## config.mk

```make
export PLATFORM = sky130hd
export DESIGN_NAME = tlcd_bus_arbiter_flat
export DESIGN_NICKNAME = d
export VERILOG_FILES = /design/src/rtl/tlcd_bus_arbiter_if.sv /design/src/rtl/tlcd_bus_arbiter.sv /design/src/flat_wrapper.sv
export SDC_FILE = /design/constraint.sdc
export NUM_CORES = 1
export LEC_CHECK = 0
export BUFFER_PORTS_ARGS = -buffer_cell sky130_fd_sc_hd__buf_2
export CAP_MARGIN = 5
export CORE_AREA = 2 2 62 64
export DETAILED_ROUTE_END_ITERATION = 8
export DIE_AREA = 0 0 64 66
export PLACE_DENSITY = 0.67
export SYNTH_ARGS = -nofsm -noshare
export SYNTH_HDL_FRONTEND = slang
export SYNTH_SLANG_ARGS = --single-unit
```

## constraint.sdc

```tcl
create_clock -name CLK -period 2.5 [get_ports CLK]
set_input_delay 0 -clock CLK [delete_from_list [all_inputs] [get_ports CLK]]
set_output_delay 0 -clock CLK [all_outputs]
set_load 0.05 [all_outputs]
```

## src/rtl/tlcd_bus_arbiter_if.sv

```systemverilog
// Bus bundle between the two LCD requesters, the arbiter and the TLCD_* pins.
// master = requester/pin side, slave = arbiter.
interface tlcd_bus_arbiter_if;
  logic       REQ0;
  logic       RS0;
  logic [7:0] DATA0;
  logic       ACK0;
  logic       REQ1;
  logic       RS1;
  logic [7:0] DATA1;
  logic       ACK1;
  logic       BUSY;
  logic       GNT_ID;
  logic       TLCD_E;
  logic       TLCD_RS;
  logic       TLCD_RW;
  logic [7:0] TLCD_DATA;

  modport master (
    output REQ0, RS0, DATA0, REQ1, RS1, DATA1,
    input  ACK0, ACK1, BUSY, GNT_ID, TLCD_E, TLCD_RS, TLCD_RW, TLCD_DATA
  );

  modport slave (
    input  REQ0, RS0, DATA0, REQ1, RS1, DATA1,
    output ACK0, ACK1, BUSY, GNT_ID, TLCD_E, TLCD_RS, TLCD_RW, TLCD_DATA
  );
endinterface

```

## src/rtl/tlcd_bus_arbiter.sv

```systemverilog
// Round-robin arbiter for the character-LCD write bus: grants one of two requesters
// and sequences SETUP / E pulse / HOLD / busy-wait / ACK for each byte.
module tlcd_bus_arbiter #(
  parameter int unsigned SETUP_CYC     = 1,
  parameter int unsigned E_HIGH_CYC    = 1,
  parameter int unsigned HOLD_CYC      = 1,
  parameter int unsigned EXEC_CYC      = 40,
  parameter int unsigned LONG_EXEC_CYC = 1600
) (
  input  logic                CLK,
  input  logic                RST,
  tlcd_bus_arbiter_if.slave   bus
);

  function automatic int unsigned max2(input int unsigned a, input int unsigned b);
    return (a > b) ? a : b;
  endfunction

  localparam int unsigned MaxCyc =
      max2(max2(max2(SETUP_CYC, E_HIGH_CYC), max2(HOLD_CYC, EXEC_CYC)), LONG_EXEC_CYC);
  localparam int unsigned CntW = max2($clog2(MaxCyc + 1), 11);

  // Counters are loaded with length-1 and the phase ends when they reach zero.
  localparam logic [CntW-1:0] SetupLd = CntW'(SETUP_CYC - 1);
  localparam logic [CntW-1:0] EHighLd = CntW'(E_HIGH_CYC - 1);
  localparam logic [CntW-1:0] HoldLd  = CntW'(HOLD_CYC - 1);
  localparam logic [CntW-1:0] ExecLd  = CntW'(EXEC_CYC - 1);
  localparam logic [CntW-1:0] LongLd  = CntW'(LONG_EXEC_CYC - 1);

  typedef enum logic [2:0] {StIdle, StSetup, StPulse, StHold, StWait, StAck} state_e;

  state_e          state_q, state_d;
  logic [CntW-1:0] cnt_q, cnt_d;
  logic            rs_q, rs_d;
  logic [7:0]      data_q, data_d;
  logic            long_q, long_d;
  logic            gnt_q, gnt_d;
  logic            last_q, last_d;

  logic            grant;
  logic            win_rs;
  logic [7:0]      win_data;
  logic            cnt_done;

  // Requester 1 wins when alone, or on a tie when requester 0 was served last.
  assign grant    = bus.REQ1 & (~bus.REQ0 | ~last_q);
  assign win_rs   = grant ? bus.RS1 : bus.RS0;
  assign win_data = grant ? bus.DATA1 : bus.DATA0;
  assign cnt_done = (cnt_q == '0);

  always_ff @(posedge CLK or posedge RST) begin
    if (RST) begin
      state_q <= StIdle;
      cnt_q   <= '0;
      rs_q    <= 1'b0;
      data_q  <= 8'h00;
      long_q  <= 1'b0;
      gnt_q   <= 1'b0;
      last_q  <= 1'b1;
    end else begin
      state_q <= state_d;
      cnt_q   <= cnt_d;
      rs_q    <= rs_d;
      data_q  <= data_d;
      long_q  <= long_d;
      gnt_q   <= gnt_d;
      last_q  <= last_d;
    end
  end

  always_comb begin
    state_d = state_q;
    cnt_d   = cnt_q;
    rs_d    = rs_q;
    data_d  = data_q;
    long_d  = long_q;
    gnt_d   = gnt_q;
    last_d  = last_q;
    unique case (state_q)
      StIdle: begin
        if (bus.REQ0 || bus.REQ1) begin
          rs_d    = win_rs;
          data_d  = win_data;
          // Clear display / return home need the long execution time.
          long_d  = ~win_rs && (win_data == 8'h01 || win_data == 8'h02 ||
                                win_data == 8'h03);
          gnt_d   = grant;
          last_d  = grant;
          cnt_d   = SetupLd;
          state_d = StSetup;
        end
      end
      StSetup: begin
        if (cnt_done) begin
          cnt_d   = EHighLd;
          state_d = StPulse;
        end else begin
          cnt_d = cnt_q - 1'b1;
        end
      end
      StPulse: begin
        if (cnt_done) begin
          cnt_d   = HoldLd;
          state_d = StHold;
        end else begin
          cnt_d = cnt_q - 1'b1;
        end
      end
      StHold: begin
        if (cnt_done) begin
          cnt_d   = long_q ? LongLd : ExecLd;
          state_d = StWait;
        end else begin
          cnt_d = cnt_q - 1'b1;
        end
      end
      StWait: begin
        if (cnt_done) begin
          state_d = StAck;
        end else begin
          cnt_d = cnt_q - 1'b1;
        end
      end
      StAck: begin
        state_d = StIdle;
      end
      default: begin
        state_d = StIdle;
      end
    endcase
  end

  always_comb begin
    bus.BUSY      = (state_q != StIdle);
    bus.TLCD_E    = (state_q == StPulse);
    bus.ACK0      = (state_q == StAck) && !gnt_q;
    bus.ACK1      = (state_q == StAck) && gnt_q;
    bus.GNT_ID    = gnt_q;
    bus.TLCD_RS   = rs_q;
    bus.TLCD_DATA = data_q;
    bus.TLCD_RW   = 1'b0;
  end

endmodule

```

## src/flat_wrapper.sv

```systemverilog
// flat-port wrapper written by rule: the top's interface ports become plain ports
module tlcd_bus_arbiter_flat 
#(
  parameter int unsigned SETUP_CYC     = 1,
  parameter int unsigned E_HIGH_CYC    = 1,
  parameter int unsigned HOLD_CYC      = 1,
  parameter int unsigned EXEC_CYC      = 40,
  parameter int unsigned LONG_EXEC_CYC = 1600
)
  (CLK, RST, bus_REQ0, bus_RS0, bus_DATA0, bus_REQ1, bus_RS1, bus_DATA1, bus_ACK0, bus_ACK1, bus_BUSY, bus_GNT_ID, bus_TLCD_E, bus_TLCD_RS, bus_TLCD_RW, bus_TLCD_DATA);
  tlcd_bus_arbiter_if bus_i ();
  input  logic CLK;
  input  logic RST;
  input wire logic [$bits(bus_i.REQ0)-1:0] bus_REQ0;
  input wire logic [$bits(bus_i.RS0)-1:0] bus_RS0;
  input wire logic [$bits(bus_i.DATA0)-1:0] bus_DATA0;
  input wire logic [$bits(bus_i.REQ1)-1:0] bus_REQ1;
  input wire logic [$bits(bus_i.RS1)-1:0] bus_RS1;
  input wire logic [$bits(bus_i.DATA1)-1:0] bus_DATA1;
  output wire logic [$bits(bus_i.ACK0)-1:0] bus_ACK0;
  output wire logic [$bits(bus_i.ACK1)-1:0] bus_ACK1;
  output wire logic [$bits(bus_i.BUSY)-1:0] bus_BUSY;
  output wire logic [$bits(bus_i.GNT_ID)-1:0] bus_GNT_ID;
  output wire logic [$bits(bus_i.TLCD_E)-1:0] bus_TLCD_E;
  output wire logic [$bits(bus_i.TLCD_RS)-1:0] bus_TLCD_RS;
  output wire logic [$bits(bus_i.TLCD_RW)-1:0] bus_TLCD_RW;
  output wire logic [$bits(bus_i.TLCD_DATA)-1:0] bus_TLCD_DATA;
  assign bus_i.REQ0 = bus_REQ0;
  assign bus_i.RS0 = bus_RS0;
  assign bus_i.DATA0 = bus_DATA0;
  assign bus_i.REQ1 = bus_REQ1;
  assign bus_i.RS1 = bus_RS1;
  assign bus_i.DATA1 = bus_DATA1;
  assign bus_ACK0 = bus_i.ACK0;
  assign bus_ACK1 = bus_i.ACK1;
  assign bus_BUSY = bus_i.BUSY;
  assign bus_GNT_ID = bus_i.GNT_ID;
  assign bus_TLCD_E = bus_i.TLCD_E;
  assign bus_TLCD_RS = bus_i.TLCD_RS;
  assign bus_TLCD_RW = bus_i.TLCD_RW;
  assign bus_TLCD_DATA = bus_i.TLCD_DATA;
  tlcd_bus_arbiter #(.SETUP_CYC(SETUP_CYC), .E_HIGH_CYC(E_HIGH_CYC), .HOLD_CYC(HOLD_CYC), .EXEC_CYC(EXEC_CYC), .LONG_EXEC_CYC(LONG_EXEC_CYC)) u_core (.CLK(CLK), .RST(RST), .bus(bus_i));
endmodule
```

# Word level (Yosys, flattened, before mapping)
# Cells that the tools add are included.
# totals
reg_bits,26
inputBits,22
output_inout_bits,15
elab_cells,56
# classes
n_addsub,1
eq_ne,14
muxes,14
n_bitwise,5
n_reduce_logical,15
# ops
cell,count
11-bit two-way mux,5
11-bit case mux with 4 select lines,1
8-bit by 2-bit == test with 1-bit output (second input constant),2
3-bit two-way mux,5
3-bit case mux with 5 select lines,1
11-bit logical NOT,1
11-bit by 1-bit subtractor with 11-bit output (second input constant),1
2-bit by 1-bit != test with 1-bit output (second input constant),5
8-bit by 1-bit == test with 1-bit output (second input constant),1
8-bit two-way mux,1
3-bit by 2-bit == test with 1-bit output (second input constant),2
3-bit == test (second input constant),2
5-bit AND reduction,1
4-bit nonzero test,1
3-bit by 1-bit == test with 1-bit output (second input constant),1
1-bit logical AND,3
3-bit logical NOT,1
1-bit logical OR,3
1-bit inverter,3
3-bit AND reduction,1
3-bit nonzero test,1
2-bit != test (second input constant),1
2-bit AND reduction,1
2-bit OR reduction,1
other kinds (4),4

# Depth between registers and ports, before layout
# Gate-level depths: netlist of the first run.
# depth
word_depth,8
ltp_mapped,8
depth_no_buf,7

# Worst setup path before layout of the first run
# OpenSTA, ideal clock, no wires.
# synth_path
path_type,register -> output
startpoint,register u_core.state_q[0]
endpoint,output bus_ACK0
arrival_ns,2.271
required_ns,2.500
slack_ns,0.229
stages_incl_launch_ff,3
n_path_buf,1
path_cell_list,dfrtp_1 > clkbuf_1 > nor4b_1
# synth_between
elab_chain_len,2
# synth_rtl
element,line,rtl
"start, declared",tlcd_bus_arbiter.sv:32,"state_e state_q, state_d;"
"start signal, assigned",tlcd_bus_arbiter.sv:53,state_q <= StIdle;
"start signal, assigned",tlcd_bus_arbiter.sv:61,state_q <= state_d;
3-bit == test,tlcd_bus_arbiter.sv:136,bus.ACK0 = (state_q == StAck) && !gnt_q;
1-bit logical AND,tlcd_bus_arbiter.sv:136,
"end, declared",flat_wrapper.sv:20,output wire logic [$bits(bus_i.ACK0)-1:0] bus_ACK0;
# Every way passes these cells.

# Final worst setup path of the first run
# layout_path
startpoint,register u_core.cnt_q[0]
endpoint,register u_core.cnt_q[9]
# layout_between
elab_chain_len,3
elab_cells_between_ends,8
cone_classes,add/sub: 1; eq/ne: 1; mux: 4; reduce/logical: 2
# layout_rtl
element,line,rtl
"start, declared",tlcd_bus_arbiter.sv:33,"logic [CntW-1:0] cnt_q, cnt_d;"
"start signal, assigned",tlcd_bus_arbiter.sv:62,cnt_q <= cnt_d;
11-bit by 1-bit subtractor with 11-bit output or 11-bit logical NOT (tied branches),--,
"11-bit two-way mux, or another cell as far along",tlcd_bus_arbiter.sv:118,if (cnt_done) begin
11-bit case mux with 4 select lines or 3-bit AND reduction (tied branches),--,
# Parallel ways exist; a longest one is shown, timed or not. The select of a mux whose other input is x is not followed.
# A chain may end at the register's enable or synchronous reset.

==> results of run 1 <==
through the flow:
step                      setup slack, ps  instance area, sq um
final                                 240                  2020
after global routing                 36.9                  2020
after CTS                             261                  2020
after detailed placement              285                  1750
after global placement                381                  1750
after floorplan                       229                  1520
cell families after synthesis:
logic type | count (synthesis) | share of synthesized area
mux | 10 | 0.0657
fa+ha+maj | 2 | 0.0164
compound gates | 46 | 0.207
flops | 26 | 0.428
simple gates | 67 | 0.226
other cells | 1 | 0.00246
buf+inv | 15 | 0.0435
xor+xnor | 2 | 0.0115
final timing paths:
kind / slack [ps] / to
hold / removal: 70 / u_core.long_q
setup reg to reg: 240 / u_core.cnt_q[9]
hold reg to reg: 540 / u_core.bus.TLCD_DATA[7]
setup / recovery: 240 / u_core.cnt_q[9]
min in group asynchronous: 420 / u_core.bus.TLCD_DATA[0]
max in group asynchronous: 1480 / u_core.state_q[2]
layout make-up:
| cell class | instances | share of cell area |
|---|---|---|
| Inverter | 6 | 0.0112 |
| Clock inverter | 1 | 0.0149 |
| Multi-Input combinational cell | 128 | 0.400 |
| Clock buffer | 3 | 0.0112 |
| Timing Repair Buffer | 61 | 0.210 |
| Tap cell | 48 | 0.0298 |
| Sequential cell | 26 | 0.323 |
cells in the mapped netlist, drive strengths merged, types with 3 or more instances:
cell,n,area [sq um]
a21oi,13,65.1
a22o,6,53.8
buf,3,20.0
clkbuf,6,23.8
dfrtp,25,626
inv,6,22.5
mux2i,10,100
nand2,14,52.6
nand3,8,40.0
nor2,20,75.1
nor3,4,20.0
nor4,5,31.3
o211ai,3,22.5
o21ai,6,30.0
or4,5,45.0
critical path, cell delays in order, from the launching register on:
cell and delay [ps]:
dfrtp_1 450, inv_1 100, ha_1 150, nor4b_1 500
and3_1 390, nand2_1 80, a211o_1 290, a22o_1 210
per-layer routing:
| layer | vias up | part of all wire |
|---|---|---|
| met5 | - | 0 |
| li1 | 736 | - |
| met3 | 6 | 0.044 |
| met2 | 51 | 0.49 |
| met4 | 0 | 0.011 |
| met1 | 683 | 0.45 |
sequential cells by signal, indices dropped and copies added, names as in the netlist:
name / flops
u_core.bus.TLCD_DATA: 8
u_core.bus.GNT_ID: 1
u_core.last_q: 1
u_core.cnt_q: 11
u_core.long_q: 1
u_core.bus.TLCD_RS: 1
u_core.state_q: 3
power by group through the flow:
| stage | Combinational, uW | Clock [uW] | Sequential, uW |
|---|---|---|---|
| 2_1_floorplan | 740 | 0 | 1020 |
| 3_3_place_gp | 1260 | 0 | 766 |
| 3_5_place_dp | 1290 | 0 | 770 |
| 4_1_cts | 1350 | 313 | 764 |
| 5_1_grt | 1470 | 332 | 795 |
| 6_report | 1350 | 303 | 768 |
what timing repair did:
item / CTS / global route
hold buffers: 21 / 0
gates resized for setup: 0 / 0
hold endpoints to repair: 35 / 0
==> impl_results.rst, run 1 <==
.. list-table::
   :header-rows: 1

   * - Metric
     - Value
   * - Status
     - completed
   * - Core area
     - 0.00355 sq mm
   * - Class of the worst hold path
     - input pin to flip-flop
   * - Instance count of the mapped netlist
     - 169
   * - Worst endpoint required time
     - 2750 ps
   * - Initial cell density of the core
     - 0.429
   * - Total count of hold-check failures in the final report
     - 0
   * - Share of total power in sequential cells
     - 0.317
   * - Detailed-router iteration count before antenna repair
     - 4
   * - Net count after synthesis
     - 193
   * - Detailed Route Iter0 Violations
     - 102
   * - MaxCap Viol Count
     - 0
   * - Unrepaired setup endpoints after global routing
     - false
   * - Peak-usage layer in the global routing report
     - met2
   * - Relative slew slack
     - 0.337
   * - Met1 Track Usage GR
     - 0.246
   * - Wire length after detailed routing
     - 3.77 mm
   * - Synth-to-Final Area Change
     - 32.3%
   * - Sum of overflow across all layers after global routing
     - 0
   * - Relative contribution of the clock network to total power
     - 0.125
   * - Part of the total power dissipated in combinational logic
     - 0.558
   * - Wire length of the first global-routing pass
     - 6.42 mm
   * - Count of yosys warnings during synthesis
     - 0
   * - Final critical-path required period
     - 2260 ps
   * - Final clock period utilization by the worst path
     - 0.904
   * - Final clock skew
     - 5.75 ps
   * - Sink Count
     - 26
   * - Most frequent cells in the layout
     - buf_2 (35), dfrtp_1 (25), dlygate4sd3_1 (21)
   * - Sequential cell area fraction in the yosys report
     - 0.428
   * - Switching power share of the total
     - 0.468
   * - Start point of the worst min-delay path
     - bus_DATA1[3]
   * - Routed wire per std cell
     - 13.8 microns
   * - Clock Tree Buf Depth
     - 2
   * - Final cell count without fillers
     - 273
   * - Post-layout net count
     - 250
   * - Die area
     - 0.00422 sq mm
   * - CTS tree
     - yes
   * - Fraction of registers with async set/reset
     - 1.00
   * - CTS H-tree lvls
     - 1
   * - Post-route DRC
     - 0
   * - Start-to-end type of the worst setup path
     - flip-flop to flip-flop
   * - Max-slew violation count
     - 0
   * - Number of buffers added by the clock tree synthesis step
     - 3
   * - Number of placement rows
     - 22
   * - Final antenna-violating net count
     - 0
   * - Int Pwr
     - 1290 uW
   * - Postcts setup bufs
     - 0
   * - Slew of the pin with the lowest slew margin
     - 993 ps
   * - Quantity of I/O buffers inserted on ports
     - 35
   * - Post-detailed-route via-to-cell ratio
     - 5.41
   * - Root buffer cell
     - clkbuf_4
   * - Peak fanout along the critical path
     - 8
   * - Count of different cell masters after synthesis
     - 45
   * - Sum Neg Setup Slack
     - 0 ps
   * - Die height
     - 66 microns
   * - Number of cells on the worst reg-to-reg path
     - 7
   * - Number of antenna violations at the first check in global routing
     - 0
   * - Die X-Extent
     - 64 microns
   * - Register Area
     - 652 sq um
   * - Total Routing Usage GR
     - 0.195
   * - Critical register-to-register path startpoint
     - u_core.cnt_q[0]
   * - Synthesized flop and latch total
     - 26
   * - Insertion delay to the later sink of the worst-skew pair
     - 340 ps
   * - Static power due to leakage
     - 0.000933 uW
   * - Switching pwr
     - 1130 uW
   * - Number of top-level pins
     - 37
   * - Number of enable flip-flop cells after synthesis
     - 0
   * - Most used flip-flop cell after synthesis
     - dfrtp_1
   * - Layout cells sized above 1
     - 0.222
   * - Pwr dens
     - 1200 mW/mm^2
   * - Syn Area/Cell
     - 9.02 sq um
   * - Total design power
     - 2420 uW
   * - Arr. time, crit path
     - 2510 ps
   * - Worst hold-check slack
     - 67.2 ps
   * - Maximum number of pins on one net before global-route repair
     - 27
   * - M3 GR Usage
     - 0.0443
   * - Highest Clock Rate
     - 443 MHz
   * - Final setup violation count
     - 0
   * - Max rail drop VDD
     - 823 uV
   * - Cell Area, Synth
     - 0.00152 sq mm
   * - Element type at the critical path start
     - flip-flop
   * - Hold Path Stages
     - 5
   * - Most common library cell in the layout ignoring fill and taps
     - buf_2
   * - Via total after detailed routing
     - 1,476
   * - Fillers
     - 314
   * - HPWL Detailed
     - 2.53 mm
   * - N_diodes
     - 0
   * - Multi-input gate area in the final layout
     - 806 sq um
   * - Placer's final routability congestion estimate
     - 0.917
   * - Worst setup path startpoint
     - u_core.cnt_q[0]
   * - Utilization after layout
     - 0.568
   * - Cell count after placement
     - 248
   * - Clk pin slew, worst setup/hold paths
     - 160 ps
   * - CP endpoint kind
     - flip-flop
   * - Met2 layer usage reported by global route
     - 0.339
   * - Via count of the first global-routing pass
     - 1,395
(Power assumes the default switching activity.)
==> run 2: changes to the inputs <==
- RECOVER_POWER: default -> 100
==> run 2 against run 1 <==
  * Via count shrank 0.88%
  * Clock skew is essentially flat
  * Clock-buffer cell count is the same
  * Critical path type unchanged
  * Critical path depth is the same
==> impl_results.rst, run 2 (same netlist as run 1, synthesis figures left out) <==
.. list-table::
   :header-rows: 1

   * - Metric
     - Value
   * - Hold Buf Count CTS
     - 21 (unchanged)
   * - Die area
     - 0.00422 sq mm (unchanged)
   * - Postcts setup bufs
     - 0 (unchanged)
   * - Wire length after detailed routing
     - 3.75 mm (was 3.77 mm)
   * - Post-layout net count
     - 250 (unchanged)
   * - Via count of the first global-routing pass
     - 1,395 (unchanged)
   * - Max-slew violation count
     - 0 (unchanged)
   * - Die height
     - 66 microns (unchanged)
   * - Core area
     - 0.00355 sq mm (unchanged)
   * - Unrepaired setup endpoints after global routing
     - false (unchanged)
   * - Element type at the critical path start
     - flip-flop (unchanged)
   * - Synth-to-Final Area Change
     - 30.7% (was 32.3%)
   * - Routed wire per std cell
     - 13.7 microns (was 13.8 microns)
   * - Placer's final routability congestion estimate
     - 0.917 (unchanged)
   * - Hold Path Stages
     - 4 (was 5)
   * - Clock Tree Buf Depth
     - 2 (unchanged)
   * - Switching pwr
     - 1130 uW (about the same)
   * - CTS tree
     - yes (unchanged)
   * - Maximum number of pins on one net before global-route repair
     - 27 (unchanged)
   * - Peak fanout along the critical path
     - 8 (unchanged)
   * - CP endpoint kind
     - flip-flop (unchanged)
   * - R2R setup slack
     - 250 ps (was 240 ps)
   * - Number of cells on the worst reg-to-reg path
     - 7 (unchanged)
   * - Switching power share of the total
     - 0.475 (was 0.468)
   * - Layout cells sized above 1
     - 0.156 (was 0.222)
   * - Start point of the worst min-delay path
     - bus_DATA1[0] (was bus_DATA1[3])
   * - Wire length of the first global-routing pass
     - 6.42 mm (unchanged)
   * - Relative contribution of the clock network to total power
     - 0.127 (was 0.125)
   * - Relative slew slack
     - 0.334 (was 0.337)
   * - Highest Clock Rate
     - 444 MHz (was 443 MHz)
   * - Clk pin slew, worst setup/hold paths
     - 160 ps (about the same)
   * - Most frequent cells in the layout
     - dfrtp_1 (25), dlygate4sd3_1 (21), buf_2 (21) (was buf_2 (35), dfrtp_1 (25), dlygate4sd3_1 (21))
   * - Quantity of I/O buffers inserted on ports
     - 35 (unchanged)
   * - Initial cell density of the core
     - 0.429 (unchanged)
   * - Worst Hold Path EP
     - u_core.long_q (unchanged)
   * - Sum of overflow across all layers after global routing
     - 0 (unchanged)
   * - Post-route DRC
     - 0 (unchanged)
   * - HPWL Detailed
     - 2.53 mm (unchanged)
   * - Detailed Route Iter0 Violations
     - 88 (was 102)
   * - Post-cts gate resize count
     - 0 (unchanged)
   * - Reg2Reg Capture Point
     - u_core.cnt_q[9] (unchanged)
   * - Final critical-path required period
     - 2250 ps (was 2260 ps)
   * - Arr. time, crit path
     - 2500 ps (was 2510 ps)
   * - Sink Count
     - 26 (unchanged)
   * - Part of the total power dissipated in combinational logic
     - 0.550 (was 0.558)
   * - Worst endpoint required time
     - 2750 ps (about the same)
   * - Via total after detailed routing
     - 1,463 (was 1,476)
   * - Final cell count without fillers
     - 273 (unchanged)
   * - Critical register-to-register path startpoint
     - u_core.cnt_q[0] (unchanged)
   * - Total count of hold-check failures in the final report
     - 0 (unchanged)
   * - Insertion delay to the later sink of the worst-skew pair
     - 340 ps (about the same)
   * - MaxCap Viol Count
     - 0 (unchanged)
   * - Number of buffers added by the clock tree synthesis step
     - 3 (unchanged)
   * - Largest reg by FF count
     - u_core.cnt_q (unchanged)
   * - Largest register FFs
     - 11 (unchanged)
   * - Start-to-end type of the worst setup path
     - flip-flop to flip-flop (unchanged)
   * - Class of the worst hold path
     - input pin to flip-flop (unchanged)
   * - Root buffer cell
     - clkbuf_4 (unchanged)
   * - Final antenna-violating net count
     - 0 (unchanged)
   * - CTS H-tree lvls
     - 1 (unchanged)
   * - Number of top-level pins
     - 37 (unchanged)
   * - Static power due to leakage
     - 0.000890 uW (was 0.000933 uW)
   * - Die X-Extent
     - 64 microns (unchanged)
   * - Final setup violation count
     - 0 (unchanged)
   * - Utilization after layout
     - 0.561 (was 0.568)
   * - Pwr dens
     - 1200 mW/mm^2 (about the same)
   * - Detailed-router iteration count before antenna repair
     - 4 (unchanged)
   * - Cell count after placement
     - 248 (unchanged)
   * - Number of placement rows
     - 22 (unchanged)
   * - Status
     - completed (unchanged)
   * - Final clock skew
     - 5.92 ps (was 5.75 ps)
   * - Most common library cell in the layout ignoring fill and taps
     - dfrtp_1 (was buf_2)
   * - Post-detailed-route via-to-cell ratio
     - 5.36 (was 5.41)
   * - Final clock period utilization by the worst path
     - 0.902 (was 0.904)
   * - Share of total power in sequential cells
     - 0.323 (was 0.317)
   * - Total design power
     - 2380 uW (was 2420 uW)
   * - Max rail drop VDD
     - 801 uV (was 823 uV)
   * - Int Pwr
     - 1250 uW (was 1290 uW)
   * - Slew of the pin with the lowest slew margin
     - 998 ps (was 993 ps)
   * - Sum Neg Setup Slack
     - 0 ps (unchanged)
   * - N_diodes
     - 0 (unchanged)
   * - Number of antenna violations at the first check in global routing
     - 0 (unchanged)
   * - Total Routing Usage GR
     - 0.195 (unchanged)
==> run 2: cell type report <==
| cell class | count | area, sq um |
|---|---|---|
| Multi-Input combinational cell | 128 | 806 |
| Tap cell | 48 | 60.1 |
| Fill cell | 325 | 1560 |
| Clock inverter | 1 | 30.0 |
| Sequential cell | 26 | 652 |
| Inverter | 6 | 22.5 |
| Timing Repair Buffer | 61 | 399 |
| Clock buffer | 3 | 22.5 |
==> run 2: worst max path at each step <==
stage,start,endpoint,slack (ps),cells after the start
floorplan,u_core.state_q[0],bus_ACK0,230,2
CTS,u_core.cnt_q[0],u_core.cnt_q[9],260,7
finish,u_core.cnt_q[0],u_core.cnt_q[9],250,7
detailed placement,u_core.cnt_q[0],u_core.cnt_q[9],280,7
global route,u_core.cnt_q[0],u_core.cnt_q[9],40,7
global placement,u_core.cnt_q[0],u_core.cnt_q[3],380,7
==> run 2: layer usage <==
layer / global-route usage / wire length, microns
met1: 0.246 / 1680
met2: 0.339 / 1870
met3: 0.0443 / 158
met4: 0.0435 / 43
met5: 0 / 0
==> run 2: metrics by stage <==
stage / setup WS [ps] / hold WS, ps / instance area [sq um]
6_report: 246 / 70.4 / 1990
5_1_grt: 36.9 / 76.7 / 1990
4_1_cts: 261 / 50.0 / 2020
3_5_place_dp: 285 / 205 / 1750
3_3_place_gp: 381 / 185 / 1750
2_1_floorplan: 229 / 39.3 / 1520
==> run 2: critical path, stage by stage (launching register included) <==
cell and delay (ps):
dfrtp_1 450, inv_1 100, ha_1 150, nor4b_1 490
and3_1 390, nand2_1 80, a211o_1 290, a22o_1 210
==> run 2: power groups by stage <==
| stage | sequential, uW | clock (uW) | combinational (uW) |
|---|---|---|---|
| 3_5_place_dp | 770 | 0 | 1290 |
| 4_1_cts | 764 | 313 | 1350 |
| 3_3_place_gp | 766 | 0 | 1260 |
| 5_1_grt | 797 | 332 | 1430 |
| 2_1_floorplan | 1020 | 0 | 740 |
| 6_report | 770 | 302 | 1310 |
